$ cat src/rtl/mem_arbiter_if.sv
// Signal bundle between the memory arbiter, the bus controller data channel,
// the per-CPU icaches and the single-ported RAM.
`timescale 1ns/1ps
interface mem_arbiter_if #(
   parameter int CPUS = 2
);
   logic                     bus_dREN;
   logic                     bus_dWEN;
   logic [31:0]              bus_daddr;
   logic [31:0]              bus_dstore;
   logic [31:0]              bus_dload;
   logic                     bus_dwait;

   logic [CPUS-1:0]          iREN;
   logic [CPUS-1:0][31:0]    iaddr;
   logic [CPUS-1:0][31:0]    iload;
   logic [CPUS-1:0]          iwait;

   logic                     ramREN;
   logic                     ramWEN;
   logic [31:0]              ramaddr;
   logic [31:0]              ramstore;
   logic [31:0]              ramload;
   logic [1:0]               ramstate;
   logic                     ram_err;

   // Arbiter side.
   modport slave (
      input  bus_dREN, bus_dWEN, bus_daddr, bus_dstore,
      output bus_dload, bus_dwait,
      input  iREN, iaddr,
      output iload, iwait,
      output ramREN, ramWEN, ramaddr, ramstore,
      input  ramload, ramstate,
      output ram_err
   );

   // Requester and RAM side.
   modport master (
      output bus_dREN, bus_dWEN, bus_daddr, bus_dstore,
      input  bus_dload, bus_dwait,
      output iREN, iaddr,
      input  iload, iwait,
      input  ramREN, ramWEN, ramaddr, ramstore,
      output ramload, ramstate,
      input  ram_err
   );
endinterface

$ cat src/rtl/mem_arbiter.sv
// Single-ported RAM arbiter: bus data channel has priority, the two icaches
// share the remaining slots round-robin; a watchdog aborts hung accesses.
`timescale 1ns/1ps
module mem_arbiter #(
   parameter int CPUS    = 2,
   parameter int TIMEOUT = 255
) (
   input  logic          CLK,
   input  logic          nRST,
   mem_arbiter_if.slave  mif
);
   typedef enum logic [1:0] {
      IDLE  = 2'd0,
      DATA  = 2'd1,
      INSTR = 2'd2
   } state_t;

   localparam logic [1:0] RAM_ACCESS = 2'd2;
   localparam logic [1:0] RAM_ERROR  = 2'd3;

   state_t      state_reg,   state_next;
   logic        igrant_reg,  igrant_next;
   logic        last_i_reg,  last_i_next;
   logic [7:0]  wdog_reg,    wdog_next;
   logic        ram_err_reg, ram_err_next;

   logic        ram_ren;
   logic        ram_wen;
   logic [31:0] ram_addr;
   logic [31:0] ram_store;
   logic        data_release;
   logic [31:0] data_load;
   logic        instr_release;
   logic [31:0] instr_load;

   logic        data_req;
   logic        ram_access;
   logic        ram_fault;

   assign data_req   = mif.bus_dREN | mif.bus_dWEN;
   assign ram_access = (mif.ramstate == RAM_ACCESS);
   // A RAM error and an expired watchdog are handled identically.
   assign ram_fault  = (mif.ramstate == RAM_ERROR) || (wdog_reg == 8'(TIMEOUT));

   always_ff @(posedge CLK or negedge nRST) begin
      if (!nRST) begin
         state_reg   <= IDLE;
         igrant_reg  <= 1'b0;
         last_i_reg  <= 1'b1;
         wdog_reg    <= 8'd0;
         ram_err_reg <= 1'b0;
      end else begin
         state_reg   <= state_next;
         igrant_reg  <= igrant_next;
         last_i_reg  <= last_i_next;
         wdog_reg    <= wdog_next;
         ram_err_reg <= ram_err_next;
      end
   end

   always_comb begin
      state_next    = state_reg;
      igrant_next   = igrant_reg;
      last_i_next   = last_i_reg;
      wdog_next     = wdog_reg;
      ram_err_next  = ram_err_reg;
      ram_ren       = 1'b0;
      ram_wen       = 1'b0;
      ram_addr      = 32'd0;
      ram_store     = 32'd0;
      data_release  = 1'b0;
      data_load     = 32'd0;
      instr_release = 1'b0;
      instr_load    = 32'd0;

      case (state_reg)
         IDLE: begin
            wdog_next = 8'd0;
            if (data_req) begin
               state_next = DATA;
            end else if (mif.iREN[0] | mif.iREN[1]) begin
               if (mif.iREN[0] & mif.iREN[1]) begin
                  igrant_next = ~last_i_reg;
               end else begin
                  igrant_next = mif.iREN[1];
               end
               state_next = INSTR;
            end
         end

         DATA: begin
            ram_addr  = mif.bus_daddr;
            ram_store = mif.bus_dstore;
            ram_wen   = mif.bus_dWEN;
            ram_ren   = mif.bus_dREN & ~mif.bus_dWEN;
            if (!data_req) begin
               state_next = IDLE;
            end else if (ram_access) begin
               data_release = 1'b1;
               data_load    = mif.ramload;
               state_next   = IDLE;
            end else if (ram_fault) begin
               data_release = 1'b1;
               ram_err_next = 1'b1;
               state_next   = IDLE;
            end else begin
               wdog_next = wdog_reg + 8'd1;
            end
         end

         INSTR: begin
            ram_ren  = 1'b1;
            ram_addr = mif.iaddr[igrant_reg];
            if (!mif.iREN[igrant_reg]) begin
               state_next = IDLE;
            end else if (ram_access) begin
               instr_release = 1'b1;
               instr_load    = mif.ramload;
               last_i_next   = igrant_reg;
               state_next    = IDLE;
            end else if (ram_fault) begin
               // The round-robin pointer only advances on a completed fetch.
               instr_release = 1'b1;
               ram_err_next  = 1'b1;
               state_next    = IDLE;
            end else begin
               wdog_next = wdog_reg + 8'd1;
            end
         end

         default: begin
            state_next = IDLE;
         end
      endcase
   end

   assign mif.ramREN    = ram_ren;
   assign mif.ramWEN    = ram_wen;
   assign mif.ramaddr   = ram_addr;
   assign mif.ramstore  = ram_store;
   assign mif.bus_dwait = ~data_release;
   assign mif.bus_dload = data_load;
   assign mif.ram_err   = ram_err_reg;

   logic [CPUS-1:0]       iwait_vec;
   logic [CPUS-1:0][31:0] iload_vec;

   generate
      for (genvar gi = 0; gi < CPUS; gi++) begin : g_icache
         logic hit;
         assign hit           = instr_release && (igrant_reg == 1'(gi));
         assign iwait_vec[gi] = ~hit;
         assign iload_vec[gi] = hit ? instr_load : 32'd0;
      end
   endgenerate

   assign mif.iwait = iwait_vec;
   assign mif.iload = iload_vec;

endmodule

$ cat src/flat_wrapper.sv
// flat-port wrapper written by rule: the top's interface ports become plain ports
module mem_arbiter_flat 
#(
   parameter int CPUS    = 2,
   parameter int TIMEOUT = 255
)
  (CLK, nRST, mif_bus_dREN, mif_bus_dWEN, mif_bus_daddr, mif_bus_dstore, mif_bus_dload, mif_bus_dwait, mif_iREN, mif_iaddr, mif_iload, mif_iwait, mif_ramREN, mif_ramWEN, mif_ramaddr, mif_ramstore, mif_ramload, mif_ramstate, mif_ram_err);
  mem_arbiter_if #(.CPUS(CPUS)) mif_i ();
  input  logic CLK;
  input  logic nRST;
  input wire logic [$bits(mif_i.bus_dREN)-1:0] mif_bus_dREN;
  input wire logic [$bits(mif_i.bus_dWEN)-1:0] mif_bus_dWEN;
  input wire logic [$bits(mif_i.bus_daddr)-1:0] mif_bus_daddr;
  input wire logic [$bits(mif_i.bus_dstore)-1:0] mif_bus_dstore;
  output wire logic [$bits(mif_i.bus_dload)-1:0] mif_bus_dload;
  output wire logic [$bits(mif_i.bus_dwait)-1:0] mif_bus_dwait;
  input wire logic [$bits(mif_i.iREN)-1:0] mif_iREN;
  input wire logic [$bits(mif_i.iaddr)-1:0] mif_iaddr;
  output wire logic [$bits(mif_i.iload)-1:0] mif_iload;
  output wire logic [$bits(mif_i.iwait)-1:0] mif_iwait;
  output wire logic [$bits(mif_i.ramREN)-1:0] mif_ramREN;
  output wire logic [$bits(mif_i.ramWEN)-1:0] mif_ramWEN;
  output wire logic [$bits(mif_i.ramaddr)-1:0] mif_ramaddr;
  output wire logic [$bits(mif_i.ramstore)-1:0] mif_ramstore;
  input wire logic [$bits(mif_i.ramload)-1:0] mif_ramload;
  input wire logic [$bits(mif_i.ramstate)-1:0] mif_ramstate;
  output wire logic [$bits(mif_i.ram_err)-1:0] mif_ram_err;
  assign mif_i.bus_dREN = mif_bus_dREN;
  assign mif_i.bus_dWEN = mif_bus_dWEN;
  assign mif_i.bus_daddr = mif_bus_daddr;
  assign mif_i.bus_dstore = mif_bus_dstore;
  assign mif_bus_dload = mif_i.bus_dload;
  assign mif_bus_dwait = mif_i.bus_dwait;
  assign mif_i.iREN = mif_iREN;
  assign mif_i.iaddr = mif_iaddr;
  assign mif_iload = mif_i.iload;
  assign mif_iwait = mif_i.iwait;
  assign mif_ramREN = mif_i.ramREN;
  assign mif_ramWEN = mif_i.ramWEN;
  assign mif_ramaddr = mif_i.ramaddr;
  assign mif_ramstore = mif_i.ramstore;
  assign mif_i.ramload = mif_ramload;
  assign mif_i.ramstate = mif_ramstate;
  assign mif_ram_err = mif_i.ram_err;
  mem_arbiter #(.CPUS(CPUS), .TIMEOUT(TIMEOUT)) u_core (.CLK(CLK), .nRST(nRST), .mif(mif_i));
endmodule
$ cat config.mk
export PLATFORM = sky130hd
export DESIGN_NAME = mem_arbiter_flat
export DESIGN_NICKNAME = d
export VERILOG_FILES = /design/src/rtl/mem_arbiter_if.sv /design/src/rtl/mem_arbiter.sv /design/src/flat_wrapper.sv
export SDC_FILE = /design/constraint.sdc
export NUM_CORES = 1
export LEC_CHECK = 0
export BUFFER_PORTS_ARGS = -buffer_cell sky130_fd_sc_hd__buf_2
export CORE_AREA = 2 2 130 132
export CTS_CLUSTER_DIAMETER = 50
export DETAILED_ROUTE_END_ITERATION = 10
export DIE_AREA = 0 0 132 134
export GPL_ROUTABILITY_DRIVEN = 0
export PLACE_DENSITY = 0.48
export SLEW_MARGIN = 20
export SYNTH_ARGS = -nofsm -noshare
export SYNTH_HDL_FRONTEND = slang
export SYNTH_SLANG_ARGS = --single-unit
export TNS_END_PERCENT = 100
$ cat constraint.sdc
create_clock -name CLK -period 2.3 [get_ports CLK]
set_input_delay 0.23 -clock CLK [delete_from_list [all_inputs] [get_ports CLK]]
set_output_delay 0.23 -clock CLK [all_outputs]
set_load 0.05 [all_outputs]
==> metrics.csv <==
stage;metric;value;unit
run_status;outcome;finished, final reports clean;
pwr;intPower;0.00166;W
layout;area_growth;94.4;%
clock_tree;cts_made_buffers;3;
worst_setup_path;reg2reg_from;u_core.state_reg[1];
timing;finClkSkew;0.00183;ns
hold_path;worst_hold_path.num_cells;2;
pwr;power.switching;0.00285;W
floorplan;core_area;0.0163;sq mm
worst_setup_path;cp.arrival;1.98;ns
floorplan;start_util;15.4;%
yosys;synth_edf_count;0;
placed_design;postPlaceCellArea;0.00452;sq mm
clock_tree;clock_path_buffers;2;
yosys;synth_adder_area_share;2.50;%
yosys;yosys-top-cells-area;and2_1 (17%), nor2_1 (15%), mux2i_1 (13%);
yosys;syn_area;0.00250;sq mm
global_routing;antenna_found_initial;0;
clock_tree;clockRootBuffer;clkbuf_16;
yosys;yosys.area_share.simple;49.6;%
floorplan;dieArea;0.0177;sq mm
yosys;netlist_instances;419;
placed_design;dp_hpwl;11.2;mm
pwr;ir_worst_vdd;0.000331;V
layout;stdcell_count;964;
yosys;synth-compound-area-share;14.9;%
worst_setup_path;r2r-end;u_core.wdog_reg[5];
global_routing;grt_pass1_vias;3542;
pwr;swShare;63.1;%
pwr;seqPwrFrac;7.4;%
global_routing;grt-ovfl-total;0;
layout;nFillCells;1846;
drt;ant_nets;0;
timing;final.setup.tns;0;ns
yosys;synth_top_area_share;16.8;%
yosys;ys_seq_area_share;13.1;%
yosys;yosysWarnings;0;
yosys;async_flop_share;100;%
clock_tree;cts_tree;yes;
hold_path;hp-start;mif_iREN[0];
yosys;synth_top_cell_by_area;and2_1;
timing;hold_viol;0;
yosys;syn_avg_cell_area;5.97;sq um
pwr;p_leak;2.73;nW
hold_path;hold_path_end;u_core.igrant_reg;
yosys;yosys-mux-area-fraction;13.7;%
floorplan;rows;47;
floorplan;fp.dieW;132;um
yosys;synth_top_family_by_area;simple AND/OR/NAND/NOR gates;
floorplan;dieHeight;134;um
pwr;powerDensity;927;mW/mm^2
drt;drt_iter0_markers;159;
yosys;syn-num-nets;592;
drt;drc_errors;0;
worst_setup_path;crit_required;2.07;ns
pwr;clkPwrFrac;7.4;%
layout;drive_gt1_share;50.9;%
yosys;yosys.cell_count.top_type;nor2_1;
hold_path;hp-class;in2reg;
drt;vias;4007;
layout;final_area;0.00486;sq mm
layout;antenna_cells;0;
placed_design;placedCellCount;953;
timing;max_freq;0.453;GHz
timing;finalCritPeriodShare;96.0;%
yosys;synthDistinctLibCells;40;
yosys;synthTopCellsByCount;nor2_1 (100), nand2_1 (75), and2_1 (67);
global_routing;grt_start_max_net_pins;51;
clock_tree;clk_latency;0.24;ns
timing;slew_headroom;70.1;%
drt;avgViaCountPerCell;4.16;
global_routing;grt_pass1_wl;20.5;mm
clock_tree;cts-htree-levels;1;
worst_setup_path;r2r_slack;0.35;ns
layout;largest_register_ffs;8;
clock_tree;path_clk_slew;0.05;ns
layout;final_util;29.9;%
yosys;ys.flop_type;dfrtp_1;
drt;wl_per_cell;15.2;um
placed_design;port_buffers;333;
yosys;ys_ff_latch;13;
timing;setup_viol;0;
floorplan;ios;334;
timing;finalMaxSlewViolations;0;
timing;min_period;2.21;ns
worst_setup_path;worstSetupPathType;reg2out;
clock_tree;clock-sinks;13;
pwr;combinationalPowerShare;85.2;%
job;max-cap-violations;0;
worst_setup_path;cp-end-kind;output port;
drt;dr.pass1.iters;6;
worst_setup_path;worstSetupStartpointType;flop;
worst_setup_path;critPathMaxFanout;17;
yosys;synthXorXnorAreaFrac;0;%
timing;worst-slew-pin-transition;0.436;ns
worst_setup_path;reg2reg_depth;6;
drt;drt-total-wl;14.6;mm
layout;layout.nets;918;
global_routing;grt.total_usage;14.4;%
==> worst max-delay path, cell delays in order, from the launching register on <==
cell	delay [ns]
dfrtp_1	0.38
ha_2	0.22
and2_4	0.16
a41o_4	0.22
nand3b_1	0.08
buf_4	0.17
buf_12	0.16
nor2_1	0.16
buf_6	0.18
==> per-stage QoR <==
| stage | setup slack, ns | power (W) | hold WS, ns |
|---|---|---|---|
| after floorplan | -0.0807 | 0.00301 | -0.0656 |
| after global routing | -0.0220 | 0.00480 | 0.251 |
| after CTS | 0.000584 | 0.00442 | 0.218 |
| after detailed placement | 0.245 | 0.00407 | 0.147 |
| final | 0.0913 | 0.00451 | 0.220 |
| after global placement | 0.290 | 0.00407 | 0.149 |
==> layout by cell type, fill, tap and decap left out, types with 6 or more instances in the layout <==
cell type	n
o21ai_0	36
buf_4	26
dfrtp_1	11
mux2i_1	33
clkbuf_4	29
and2_1	66
nor2_2	11
buf_2	286
nand3_1	6
nand2_1	75
nor2_1	89
buf_6	7
nand2b_1	6
==> how the worst max path moves through the flow <==
stage / start / to / slack, ns
detailed placement: u_core.wdog_reg[0] / mif_iload[10] / 0.25
finish: u_core.wdog_reg[1] / mif_iload[20] / 0.09
floorplan: u_core.wdog_reg[0] / mif_iload[54] / -0.08
global route: u_core.wdog_reg[1] / mif_iload[20] / -0.02
global placement: u_core.state_reg[1] / mif_bus_dwait / 0.29
CTS: u_core.wdog_reg[0] / mif_iload[13] / 0.0006
==> layout make-up <==
| cell class | count | area [sq um] | area share [%] |
|---|---|---|---|
| inverter | 5 | 18.8 | 0.386 |
| tap | 220 | 275 | 5.66 |
| sequential | 13 | 328 | 6.74 |
| multi-input combinational | 366 | 2080 | 42.8 |
| timing repair buffer | 356 | 2080 | 42.8 |
| clock buffer | 4 | 78.8 | 1.62 |
==> cell families (layout without fill, tap and decap cells) <==
group                      Yosys count  count (layout)
and+or+nand+nor                    267             267
buffers and inverters               40             365
adders and majority gates            5               5
DFF                                 13              13
AOI/OAI and AO/OA                   60              60
muxes                               34              34
==> what timing repair did <==
| item | CTS | global route |
|---|---|---|
| pin swaps | 0 | 1 |
| setup endpoints to repair | 4 | 101 |
| resized for setup | 4 | 70 |
| buffers inserted | 0 | 3 |
| cloned | 0 | 3 |
| endpoints found under the hold margin | 12 | 0 |
| hold buffers | 1 | 0 |
==> routing by layer <==
layer | up-vias | global-route usage [%] | share of wire (%)
met5 | - | 0 | 0
met1 | 1797 | 18.1 | 40
met3 | 10 | 3.85 | 8.8
li1 | 2027 | - | -
met2 | 173 | 25.3 | 50
met4 | 0 | 1.75 | 1.1
==> power by group through the flow <==
stage	sequential, W	clock, W	combinational, W
CTS	0.000325	0.000342	0.00375
finish	0.000331	0.000335	0.00384
global route	0.000340	0.000352	0.00411
global placement	0.000326	0	0.00374
floorplan	0.000308	0	0.00270
detailed placement	0.000329	0	0.00374
(Power assumes the default switching activity.)
